`config.mk`:
```
export PLATFORM = sky130hd
export DESIGN_NAME = ripple_count_sampler
export DESIGN_NICKNAME = d
export VERILOG_FILES = /design/src/rtl/ripple_count_sampler_pkg.sv /design/src/rtl/ripple_count_sampler_bit_sync.sv /design/src/rtl/ripple_count_sampler.sv
export SDC_FILE = /design/constraint.sdc
export NUM_CORES = 1
export LEC_CHECK = 0
export ABC_AREA = 0
export CAP_MARGIN = 20
export CELL_PAD_IN_SITES_DETAIL_PLACEMENT = 0
export CELL_PAD_IN_SITES_GLOBAL_PLACEMENT = 1
export CORE_ASPECT_RATIO = 0.7
export CORE_MARGIN = 1
export CORE_UTILIZATION = 37
export CTS_BUF_LIST = sky130_fd_sc_hd__clkbuf_8
export CTS_CLUSTER_DIAMETER = 120
export DETAILED_ROUTE_END_ITERATION = 6
export GPL_TIMING_DRIVEN = 0
export PLACE_DENSITY_LB_ADDON = 0.1
export SLEW_MARGIN = 15
export SYNTH_ARGS = -nofsm -noshare
export SYNTH_HDL_FRONTEND = slang
export SYNTH_SLANG_ARGS = --single-unit
export TNS_END_PERCENT = 5
```
`constraint.sdc`:
```
create_clock -name clk -period 2.7 [get_ports clk]
set_clock_uncertainty 0.2 [all_clocks]
set_input_delay 0.675 -clock clk [delete_from_list [all_inputs] [get_ports clk]]
set_output_delay 0.675 -clock clk [all_outputs]
set_load 0.1 [all_outputs]
```
`src/rtl/ripple_count_sampler_pkg.sv`:
```
// Shared types and default widths for the ripple-count sampler.
// The FSM walks IDLE (baseline) -> SETTLE (watch) -> UPDATE (one-cycle pulse).
package ripple_count_sampler_pkg;

    localparam int IN_W_DEF  = 3;
    localparam int ACC_W_DEF = 16;

    typedef enum logic [1:0] {
        IDLE   = 2'd0,
        SETTLE = 2'd1,
        UPDATE = 2'd2
    } state_e;

endpackage

```
`src/rtl/ripple_count_sampler_bit_sync.sv`:
```
// Per-bit multi-flop synchronizer for a bus whose bits change independently.
// Every bit gets its own SYNC_STAGES-deep chain; no cross-bit coherence is implied.
module ripple_count_sampler_bit_sync
    import ripple_count_sampler_pkg::*;
#(
    parameter int WIDTH       = IN_W_DEF,
    parameter int SYNC_STAGES = 2
) (
    input  logic             clk,
    input  logic             rst,
    input  logic [WIDTH-1:0] d_in,
    output logic [WIDTH-1:0] q_out
);

    logic [SYNC_STAGES-1:0][WIDTH-1:0] chain_q;
    logic [SYNC_STAGES-1:0][WIDTH-1:0] chain_d;

    // shift the raw input one stage per clock
    always_comb begin
        chain_d[0] = d_in;
        for (int i = 1; i < SYNC_STAGES; i++) begin
            chain_d[i] = chain_q[i-1];
        end
    end

    // synchronizer flops
    always_ff @(posedge clk or negedge rst) begin
        if (!rst) begin
            chain_q <= '0;
        end else begin
            chain_q <= chain_d;
        end
    end

    assign q_out = chain_q[SYNC_STAGES-1];

endmodule

```
`src/rtl/ripple_count_sampler.sv`:
```
// Samples an asynchronous ripple count, filters transients, and accumulates
// modulo deltas between accepted values into a wide total with sticky flags.
module ripple_count_sampler
    import ripple_count_sampler_pkg::*;
#(
    parameter int IN_W          = IN_W_DEF,
    parameter int ACC_W         = ACC_W_DEF,
    parameter int SYNC_STAGES   = 2,
    parameter int STABLE_CYCLES = 2
) (
    input  logic             clk,
    input  logic             rst,
    input  logic [IN_W-1:0]  count_in,
    input  logic             clr,
    input  logic [ACC_W-1:0] threshold,
    output logic [ACC_W-1:0] total,
    output logic [IN_W-1:0]  delta,
    output logic             upd_valid,
    output logic             thr_hit,
    output logic             ovf
);

    localparam int RUN_W = $clog2(STABLE_CYCLES + 1);
    localparam logic [RUN_W-1:0] RUN_MAX = RUN_W'(STABLE_CYCLES);

    logic [IN_W-1:0]  s_s;
    logic [IN_W-1:0]  prev_q, prev_d;
    logic [RUN_W-1:0] run_q, run_d;
    state_e           state_q, state_d;
    logic [IN_W-1:0]  acc_val_q, acc_val_d;
    logic [ACC_W-1:0] total_q, total_d;
    logic [IN_W-1:0]  delta_q, delta_d;
    logic             upd_valid_q, upd_valid_d;
    logic             thr_hit_q, thr_hit_d;
    logic             ovf_q, ovf_d;

    logic             stable_s;
    logic             accept_s;
    logic             thr_reach_s;
    logic [IN_W-1:0]  diff_s;
    logic [ACC_W:0]   sum_s;

    ripple_count_sampler_bit_sync #(
        .WIDTH       (IN_W),
        .SYNC_STAGES (SYNC_STAGES)
    ) u_sync (
        .clk   (clk),
        .rst   (rst),
        .d_in  (count_in),
        .q_out (s_s)
    );

    // A saturated run is only trusted while the current sample still matches;
    // otherwise the first new value would be accepted before its run restarts.
    assign stable_s    = (run_q == RUN_MAX) && (s_s == prev_q);
    assign accept_s    = (state_q == SETTLE) && stable_s && (s_s != acc_val_q);
    assign diff_s      = s_s - acc_val_q;
    assign sum_s       = {1'b0, total_q} + {{(ACC_W + 1 - IN_W){1'b0}}, diff_s};
    assign thr_reach_s = (threshold != '0) && (total_q >= threshold);

    // stability filter: count consecutive equal synchronized samples
    always_comb begin
        prev_d = s_s;
        if (accept_s || (s_s != prev_q)) begin
            run_d = '0;
        end else if (run_q != RUN_MAX) begin
            run_d = run_q + RUN_W'(1);
        end else begin
            run_d = run_q;
        end
    end

    // FSM next state, accumulator and flag update; clr overrides accumulation only
    always_comb begin
        state_d     = state_q;
        acc_val_d   = acc_val_q;
        total_d     = total_q;
        delta_d     = delta_q;
        upd_valid_d = 1'b0;
        ovf_d       = ovf_q;
        thr_hit_d   = thr_hit_q;
        case (state_q)
            IDLE: begin
                if (stable_s) begin
                    acc_val_d = s_s;
                    state_d   = SETTLE;
                end else begin
                    state_d   = IDLE;
                end
            end
            SETTLE: begin
                if (accept_s) begin
                    acc_val_d   = s_s;
                    state_d     = UPDATE;
                    total_d     = sum_s[ACC_W-1:0];
                    delta_d     = diff_s;
                    upd_valid_d = 1'b1;
                    ovf_d       = ovf_q | sum_s[ACC_W];
                end else begin
                    state_d     = SETTLE;
                end
            end
            UPDATE: begin
                state_d = SETTLE;
            end
            default: begin
                state_d = IDLE;
            end
        endcase
        if (clr) begin
            total_d     = '0;
            delta_d     = '0;
            ovf_d       = 1'b0;
            thr_hit_d   = 1'b0;
            upd_valid_d = 1'b0;
        end else begin
            thr_hit_d   = thr_hit_q | thr_reach_s;
        end
    end

    // state registers
    always_ff @(posedge clk or negedge rst) begin
        if (!rst) begin
            prev_q      <= '0;
            run_q       <= '0;
            state_q     <= IDLE;
            acc_val_q   <= '0;
            total_q     <= '0;
            delta_q     <= '0;
            upd_valid_q <= 1'b0;
            thr_hit_q   <= 1'b0;
            ovf_q       <= 1'b0;
        end else begin
            prev_q      <= prev_d;
            run_q       <= run_d;
            state_q     <= state_d;
            acc_val_q   <= acc_val_d;
            total_q     <= total_d;
            delta_q     <= delta_d;
            upd_valid_q <= upd_valid_d;
            thr_hit_q   <= thr_hit_d;
            ovf_q       <= ovf_d;
        end
    end

    assign total     = total_q;
    assign delta     = delta_q;
    assign upd_valid = upd_valid_q;
    assign thr_hit   = thr_hit_q;
    assign ovf       = ovf_q;

endmodule

```
==> summary.md, run 1 <==
| Metric | Value |
|---|---|
| Final hold vios | 0 |
| CP max FO | 7 |
| Die Span Y | 66.2 µm |
| Detail Route Antenna Nets | 0 |
| Gr ovfl total | 0 |
| Setup TNS | -0.952 ns |
| Top Ports | 44 |
| Final Max Slew Viols | 0 |
| Status | finished, violations left |
| Clock Tree Root | clkbuf_8 |
| GRT Util Overall | 18.9% |
| Clock latency on the worst-skew pair | 0.30 ns |
| Final WL | 5220 µm |
| Final WS setup | -0.250 ns |
| Ant. Diodes | 0 |
| HP Class | input port to asynchronous set/reset pin |
| CP max stage cell | fa_2 |
| Tcrit/Tclk final | 109% |
| Unique cell type count in the Yosys netlist | 33 |
| Number of global-route vias before repair | 1663 |
| Remaining DRCs | 0 |
| Slew @ Worst Pin | 0.996 ns |
| Cell Chain, Critical Path | inv_1 > ha_1 > inv_1 > fa_2 > ha_1 > a21o_1 > a21oi_2 > or4_4 > buf_8 > or3_4 > a21oi_2 |
| EDFF count, synth | 0 |
| Cells after Synth | 220 |
| Initial core utilization | 40.0% |
| List of most frequent post-synthesis cells | dfrtp_1, inv_1, ha_1 |
| Post-Synthesis Net Count | 266 |
| CP Class | flop to flop |
| Synth warn | 0 |
| Worst stage delay on the critical path | 0.50 ns |
| CTS tree | built |
| Final setup viols | 5 |
| Initial antenna violation count | 0 |
| Fmax | 0.339 GHz |
| DRT iter0 DRCs | 59 |
| Largest net degree at the start of global routing | 31 |
| Count leader, synth | dfrtp_1 |
| Async S/R FF share, synth | 100% |
| Slew HR | 33.8% |
| P&R area growth vs syn | 35.7% |
| Core area | 0.00545 mm² |
| WP data required | 2.73 ns |
| Crit path DAT | 2.98 ns |
| Detailed placement HPWL | 3870 µm |
| Post-synthesis sequential area ratio | 43.7% |
| RSZ-0062 raised after global routing | true |
| First-pass GRT wire length | 8570 µm |
| CTS H-tree lvls | 2 |
| P_leak | 1.38 nW |
| Mapped cell area | 0.00218 mm² |
| CTS Buf Count | 5 |
| Flops & latches, synth | 38 |
| Final net count | 320 |
| Rows | 22 |
| I/O Buffers | 43 |
| Failing checks | setup timing |
| Top cell type's share of synthesized area | 43.7% |
| Max-cap viol count | 0 |
| CTS sink cnt | 38 |
| Pre-CTS WS | -0.403 ns |
| Syn Area/Cell | 9.90 µm² |
| Post-synth top flop | dfrtp_1 |
| PD cells | 459 mW/mm² |
| DIE WIDTH | 93.7 µm |
| Pre-Repair DR Iteration Count | 4 |
| Post-DR wirelength/cell | 15.0 µm |
| Worst VDD drop | 0.292 mV |
| Clock buffer depth | 2 |
| Clock transition at path regs | 0.08 ns |
| Period minus WS final | 2.95 ns |
| Vias | 1718 |
| Fillers | 504 |
| Leading area contributor after synthesis | dfrtp_1 |
| Layout cell share with drive strength beyond 1 | 13.1% |
| Vias per inst | 4.95 |
| Nature of the critical path startpoint | flop |
| Routability-driven placement congestion ratio | 0.735 |
| Die ar. | 0.00620 mm² |
| Largest cells by area after synthesis | dfrtp_1, ha_1, xnor2_1 |
| Critical Path Sink Type | flop |
final cells by class:
| type | count | area [µm²] | share of cell area, % |
|---|---|---|---|
| buffer | 6 | 35.0 | 1.19 |
| clock buffer | 5 | 68.8 | 2.33 |
| clock inverter | 3 | 68.8 | 2.33 |
| inverter | 26 | 97.6 | 3.30 |
| multi-input combinational | 150 | 1200 | 40.6 |
| sequential | 38 | 951 | 32.2 |
| tap | 72 | 90.1 | 3.05 |
| timing repair buffer | 47 | 445 | 15.1 |
sequential cells by signal (all words and copies together), names as in the netlist:
| signal | count |
|---|---|
| state_q | 2 |
| total | 16 |
| acc_val_q | 3 |
| run_q | 2 |
| ovf | 1 |
| u_sync.chain_d | 3 |
| thr_hit | 1 |
| delta | 3 |
| upd_valid | 1 |
| u_sync.q_out | 3 |
| prev_q | 3 |
cells in the final DEF (no fill, tap or decap), types with 2 or more instances in the layout:
cell type,instances
nor3_1,7
dlygate4sd2_1,18
a21o_1,4
clkdlybuf4s50_1,24
bufinv_16,2
buf_2,2
a21oi_2,2
nand3_1,7
nand2_1,8
mux2i_1,4
nor4_2,2
clkbuf_8,5
clkbuf_1,4
and3_1,3
mux2_2,3
xnor2_1,14
inv_1,26
o21ba_2,2
nor2_1,17
a21oi_1,8
dfrtp_1,38
a211oi_1,3
ha_1,21
o21a_1,2
buf_4,3
nand4_1,8
o21ai_0,7
and2_1,3
nor4_1,9
final timing paths:
path	from	end	slack, ns	cells past startpoint
worst min-delay path	rst	delta[1]$_DFFE_PN0P_	0.02	1
max in group asynchronous	rst	delta[0]$_DFFE_PN0P_	1.85	2
min in group clk	u_sync.chain_d[5]$_DFF_PN0_	u_sync.q_out[2]$_DFF_PN0_	0.15	0
worst max register to register	u_sync.q_out[0]$_DFF_PN0_	total[15]$_DFFE_PN0P_	-0.25	11
worst min register to register	u_sync.chain_d[5]$_DFF_PN0_	u_sync.q_out[2]$_DFF_PN0_	0.15	0
worst max-delay path	u_sync.q_out[0]$_DFF_PN0_	total[15]$_DFFE_PN0P_	-0.25	11
worst max-delay path: cells and delay by family (launching register included):
| kind | cells | cell delay (ns) |
|---|---|---|
| compound gates | 3 | 0.32 |
| fa+ha+maj | 3 | 0.92 |
| flops | 1 | 0.40 |
| simple gates | 2 | 0.79 |
| buf+inv | 3 | 0.26 |
metrics by stage:
stage	instances	area, µm²	hold WS, ns	utilization, %	power [W]
after floorplan	220	2180	0.131	-	0.000682
after global placement	335	2700	0.131	49.5	0.000752
after detailed placement	336	2710	0.137	49.8	0.000757
after CTS	346	2870	0.0244	52.6	0.00136
after global routing	347	2960	0.0325	54.2	0.00142
final	347	2960	0.0184	54.2	0.00136
cell families (layout without fill, tap and decap cells):
group,after synthesis,after routing,share of synthesized area (%)
AO/OA/AOI/OAI,31,31,9.19
XOR/XNOR,16,16,6.43
adder cells (fa/ha/maj),24,24,14.5
buffers and inverters,32,87,5.63
flip-flops,38,38,43.7
multiplexers,7,7,3.39
AND/OR/NAND/NOR,72,72,17.2
report_power, final:
| group | leakage (nW) | switching (W) | total [W] | internal [W] |
|---|---|---|---|---|
| Clock | 0.0683 | 0.000220 | 0.000591 | 0.000370 |
| Sequential | 0.509 | 0.0000105 | 0.000594 | 0.000584 |
| Combinational | 0.802 | 0.0000912 | 0.000172 | 0.0000804 |
| Total | 1.38 | 0.000322 | 0.00136 | 0.00103 |
what timing repair did:
action,in CTS,in global routing
endpoints found under the setup margin,27,17
hold buffers,0,0
pin swaps,1,4
resized for setup,24,14
setup buffers,2,1
layer usage:
metal	up-vias	part of all wire [%]	wire, µm	track usage [%]
li1	870	-	-	-
met1	811	56	2900	30.1
met2	32	40	2070	24.7
met3	5	3.8	196	3.91
met4	0	0.94	49	5.77
met5	-	0	0	0
Power figures use the tool's default switching activity.
==> run 2: changes to the inputs <==
ABC_AREA = 1   (was 0)
CORE_UTILIZATION = 36   (was 37)
==> run 2 against run 1 <==
  * The run now ends clean
  * Worst setup slack improved by 0.29 ns
  * Wire length rose by 17%
  * Sequential power barely moved
  * Largest power group unchanged
  * Highest routed layer unchanged
==> summary.md, run 2 <==
| Metric | Value |
|---|---|
| HP Class | input port to asynchronous set/reset pin |
| Clock Tree Root | clkbuf_8 |
| DRT iter0 DRCs | 73 (+24%) |
| I/O Buffers | 43 (unchanged) |
| Post-synthesis sequential area ratio | 38.6% (-5.1 points) |
| Cell Chain, Critical Path | clkdlybuf4s50_1 |
| Vias | 2167 (+26%) |
| Layout cell share with drive strength beyond 1 | 14.2% (+1.1 points) |
| WP data required | 1.82 ns (-0.91 ns) |
| Flops & latches, synth | 38 (unchanged) |
| Largest cells by area after synthesis | dfrtp_1, nand2_1, ha_1 |
| CTS Buf Count | 5 (unchanged) |
| Critical Path Sink Type | primary output |
| Final hold vios | 0 (unchanged) |
| CP top delay family | buffers and inverters |
| Worst R2R Start | u_sync.q_out[0]$_DFF_PN0_ |
| Remaining DRCs | 0 (unchanged) |
| Detail Route Antenna Nets | 0 (unchanged) |
| Core area | 0.00643 mm² (+18%) |
| EDFF count, synth | 0 (unchanged) |
| CP Class | flop to primary output |
| P_leak | 1.71 nW (+24%) |
| Post-Layout Cell Count | 458 (+32%) |
| GRT Util Overall | 18.5% (-0.37 points) |
| Worst path depth | 1 (-10) |
| Final Util | 50.9% (-3.3 points) |
| Rows | 24 (+9.1%) |
| Vias per inst | 4.73 (-4.4%) |
| Critical path origin | delta[2]$_DFFE_PN0P_ |
| Detailed placement HPWL | 4660 µm (+21%) |
| Period minus WS final | 2.66 ns (-0.295 ns) |
| Worst VDD drop | 0.200 mV (-31%) |
| DIE WIDTH | 101 µm (+7.7%) |
| Max-cap viol count | 0 (unchanged) |
| CP endpoint | delta[2] |
| Leading cell types in the layout, fill and taps excluded | nand2_1, inv_1, dfrtp_1 |
| Post-Synthesis Net Count | 357 (+34%) |
| Mapped cell area | 0.00246 mm² (+13%) |
| Top Ports | 44 (unchanged) |
| First-pass GRT wire length | 10100 µm (+18%) |
| Number of placed instances, taps included | 446 (+33%) |
| Async S/R FF share, synth | 100% (unchanged) |
| Post-DR wirelength/cell | 13.3 µm (-12%) |
| Fmax | 0.377 GHz (+11%) |
| CTS H-tree lvls | 2 (unchanged) |
| Die ar. | 0.00719 mm² (+16%) |
| Largest register FFs | 16 (unchanged) |
| Count leader, synth | nand2_1 |
| List of most frequent post-synthesis cells | nand2_1, inv_1, dfrtp_1 |
| Largest net degree at the start of global routing | 32 (+3.2%) |
| Post-CTS Hold Buffers | 0 (unchanged) |
| Worst stage delay on the critical path | 1.13 ns (+0.63 ns) |
| Routability-driven placement congestion ratio | 0.769 (+4.6%) |
| Commonest non-fill, non-tap cell in the layout | nand2_1 |
| Post-synth top flop | dfrtp_1 |
| Pre-Repair DR Iteration Count | 4 (unchanged) |
| Slew @ Worst Pin | 0.977 ns (-0.0188 ns) |
| Worst Reg-to-Reg Cells | 14 (+3) |
| Number of global-route vias before repair | 2012 (+21%) |
| Gr ovfl total | 0 (unchanged) |
| Cells after Synth | 311 (+41%) |
| CP max stage cell | clkdlybuf4s50_1 |
| Clock buffer depth | 2 (unchanged) |
| Status | finished, final reports clean |
| CTS tree | built |
| P&R area growth vs syn | 32.7% |
| Worst reg2reg setup slack | 0.05 ns (+0.30 ns) |
| Clock latency on the worst-skew pair | 0.30 ns (about the same) |
| Top cell type's share of synthesized area | 38.6% (-5.1 points) |
| Slew HR | 34.7% (+0.89 points) |
| Final setup viols | 0 (-5) |
| Synth warn | 0 (unchanged) |
| Unique cell type count in the Yosys netlist | 32 (-3.0%) |
| Final WL | 6090 µm (+17%) |
| RSZ-0062 raised after global routing | true |
| Crit path DAT | 1.78 ns (-1.20 ns) |
| Reg-to-reg endpoint | total[7]$_DFFE_PN0P_ |
| Ant. Diodes | 0 (unchanged) |
| Syn Area/Cell | 7.93 µm² (-20%) |
| CP max FO | 2 (-5) |
| Worst path bufs/invs | 1 (-2) |
| CTS sink cnt | 38 (unchanged) |
| Leading area contributor after synthesis | dfrtp_1 |
| Final net count | 412 (+29%) |
| Initial core utilization | 38.4% (-1.6 points) |
| Tcrit/Tclk final | 98.4% (-11 points) |
| Initial antenna violation count | 0 (unchanged) |
| Nature of the critical path startpoint | flop |
| PD cells | 418 mW/mm² (-8.8%) |
| Final Max Slew Viols | 0 (unchanged) |
| Die Span Y | 71.2 µm (+7.6%) |
| Clock transition at path regs | 0.08 ns (about the same) |
## run 2: cell count changes in the layout (fill, tap and decap cells not counted), moves of 5 or more
cell / before / now
nand2_1: 8 / 84
nand4_1: 8 / 17
nand3_1: 7 / 14
inv_2: 0 / 6
o21ai_1: 0 / 6
nor2_4: 0 / 5
xnor2_1: 14 / 3
nor4_1: 9 / 2
inv_1: 26 / 43
## run 2: per-layer routing
| metal | up-vias | GRT usage (%) | wire length (µm) |
|---|---|---|---|
| li1 | 1124 | - | - |
| met1 | 982 | 28.7 | 3340 |
| met2 | 54 | 26.4 | 2410 |
| met3 | 7 | 3.22 | 297 |
| met4 | 0 | 4.99 | 53 |
| met5 | - | 0 | 0 |
## run 2: where the power goes
group / switching, W / leakage [nW] / total [W] / internal (W)
clock: 0.000218 / 0.0683 / 0.000589 / 0.000370
combinational: 0.0000976 / 1.14 / 0.000185 / 0.0000872
sequential: 0.0000120 / 0.509 / 0.000596 / 0.000584
## run 2: final cells by class
cell class / instances / area (µm²)
plain buffers: 3 / 27.5
clock buffers: 5 / 68.8
clock inverters: 3 / 68.8
fillers: 636 / 3150
inverters: 50 / 188
multi-input cells: 220 / 1390
flip-flops and latches: 38 / 951
well taps: 91 / 114
repair buffers: 48 / 463
## run 2: repair_timing
action,4_1_cts,5_1_grt
pin swaps,0,5
endpoints found under the setup margin,27,17
setup buffers,0,4
gates cloned,0,0
gates resized for setup,20,23
## run 2: stage by stage
stage | setup TNS (ns) | worst slack (ns) | hold slack (ns) | power, W | cell area [µm²]
final | 0 | 0.0443 | 0.0163 | 0.00137 | 3270
after global routing | -0.611 | -0.146 | 0.0191 | 0.00144 | 3270
after CTS | -0.752 | -0.161 | 0.0105 | 0.00137 | 3160
after detailed placement | -1.50 | -0.259 | 0.138 | 0.000769 | 3020
after global placement | -10.15 | -0.235 | 0.133 | 0.000765 | 3010
after floorplan | 0 | 0.0820 | 0.131 | 0.000697 | 2460
## run 2: how the worst min path moves through the flow
| stage | from | endpoint | depth (start not counted) |
|---|---|---|---|
| final | rst | total[1]$_DFFE_PN0P_ | 1 |
| after global routing | rst | total[1]$_DFFE_PN0P_ | 1 |
| after CTS | rst | total[1]$_DFFE_PN0P_ | 1 |
| after detailed placement | u_sync.chain_d[4]$_DFF_PN0_ | u_sync.q_out[1]$_DFF_PN0_ | 0 |
| after global placement | u_sync.chain_d[5]$_DFF_PN0_ | u_sync.q_out[2]$_DFF_PN0_ | 0 |
| after floorplan | u_sync.chain_d[3]$_DFF_PN0_ | u_sync.q_out[0]$_DFF_PN0_ | 0 |
## run 2: cell families (layout without fill, tap and decap cells)
| family | count (synthesis) | count (layout) | share of synthesized area [%] |
|---|---|---|---|
| xor gates and xnor gates | 6 | 6 | 2.44 |
| buffers and inverters | 53 | 109 | 8.73 |
| AOI/OAI and AO/OA | 34 | 34 | 8.38 |
| DFF | 38 | 38 | 38.6 |
| and+or+nand+nor | 156 | 156 | 29.1 |
| adders and majority gates | 24 | 24 | 12.8 |
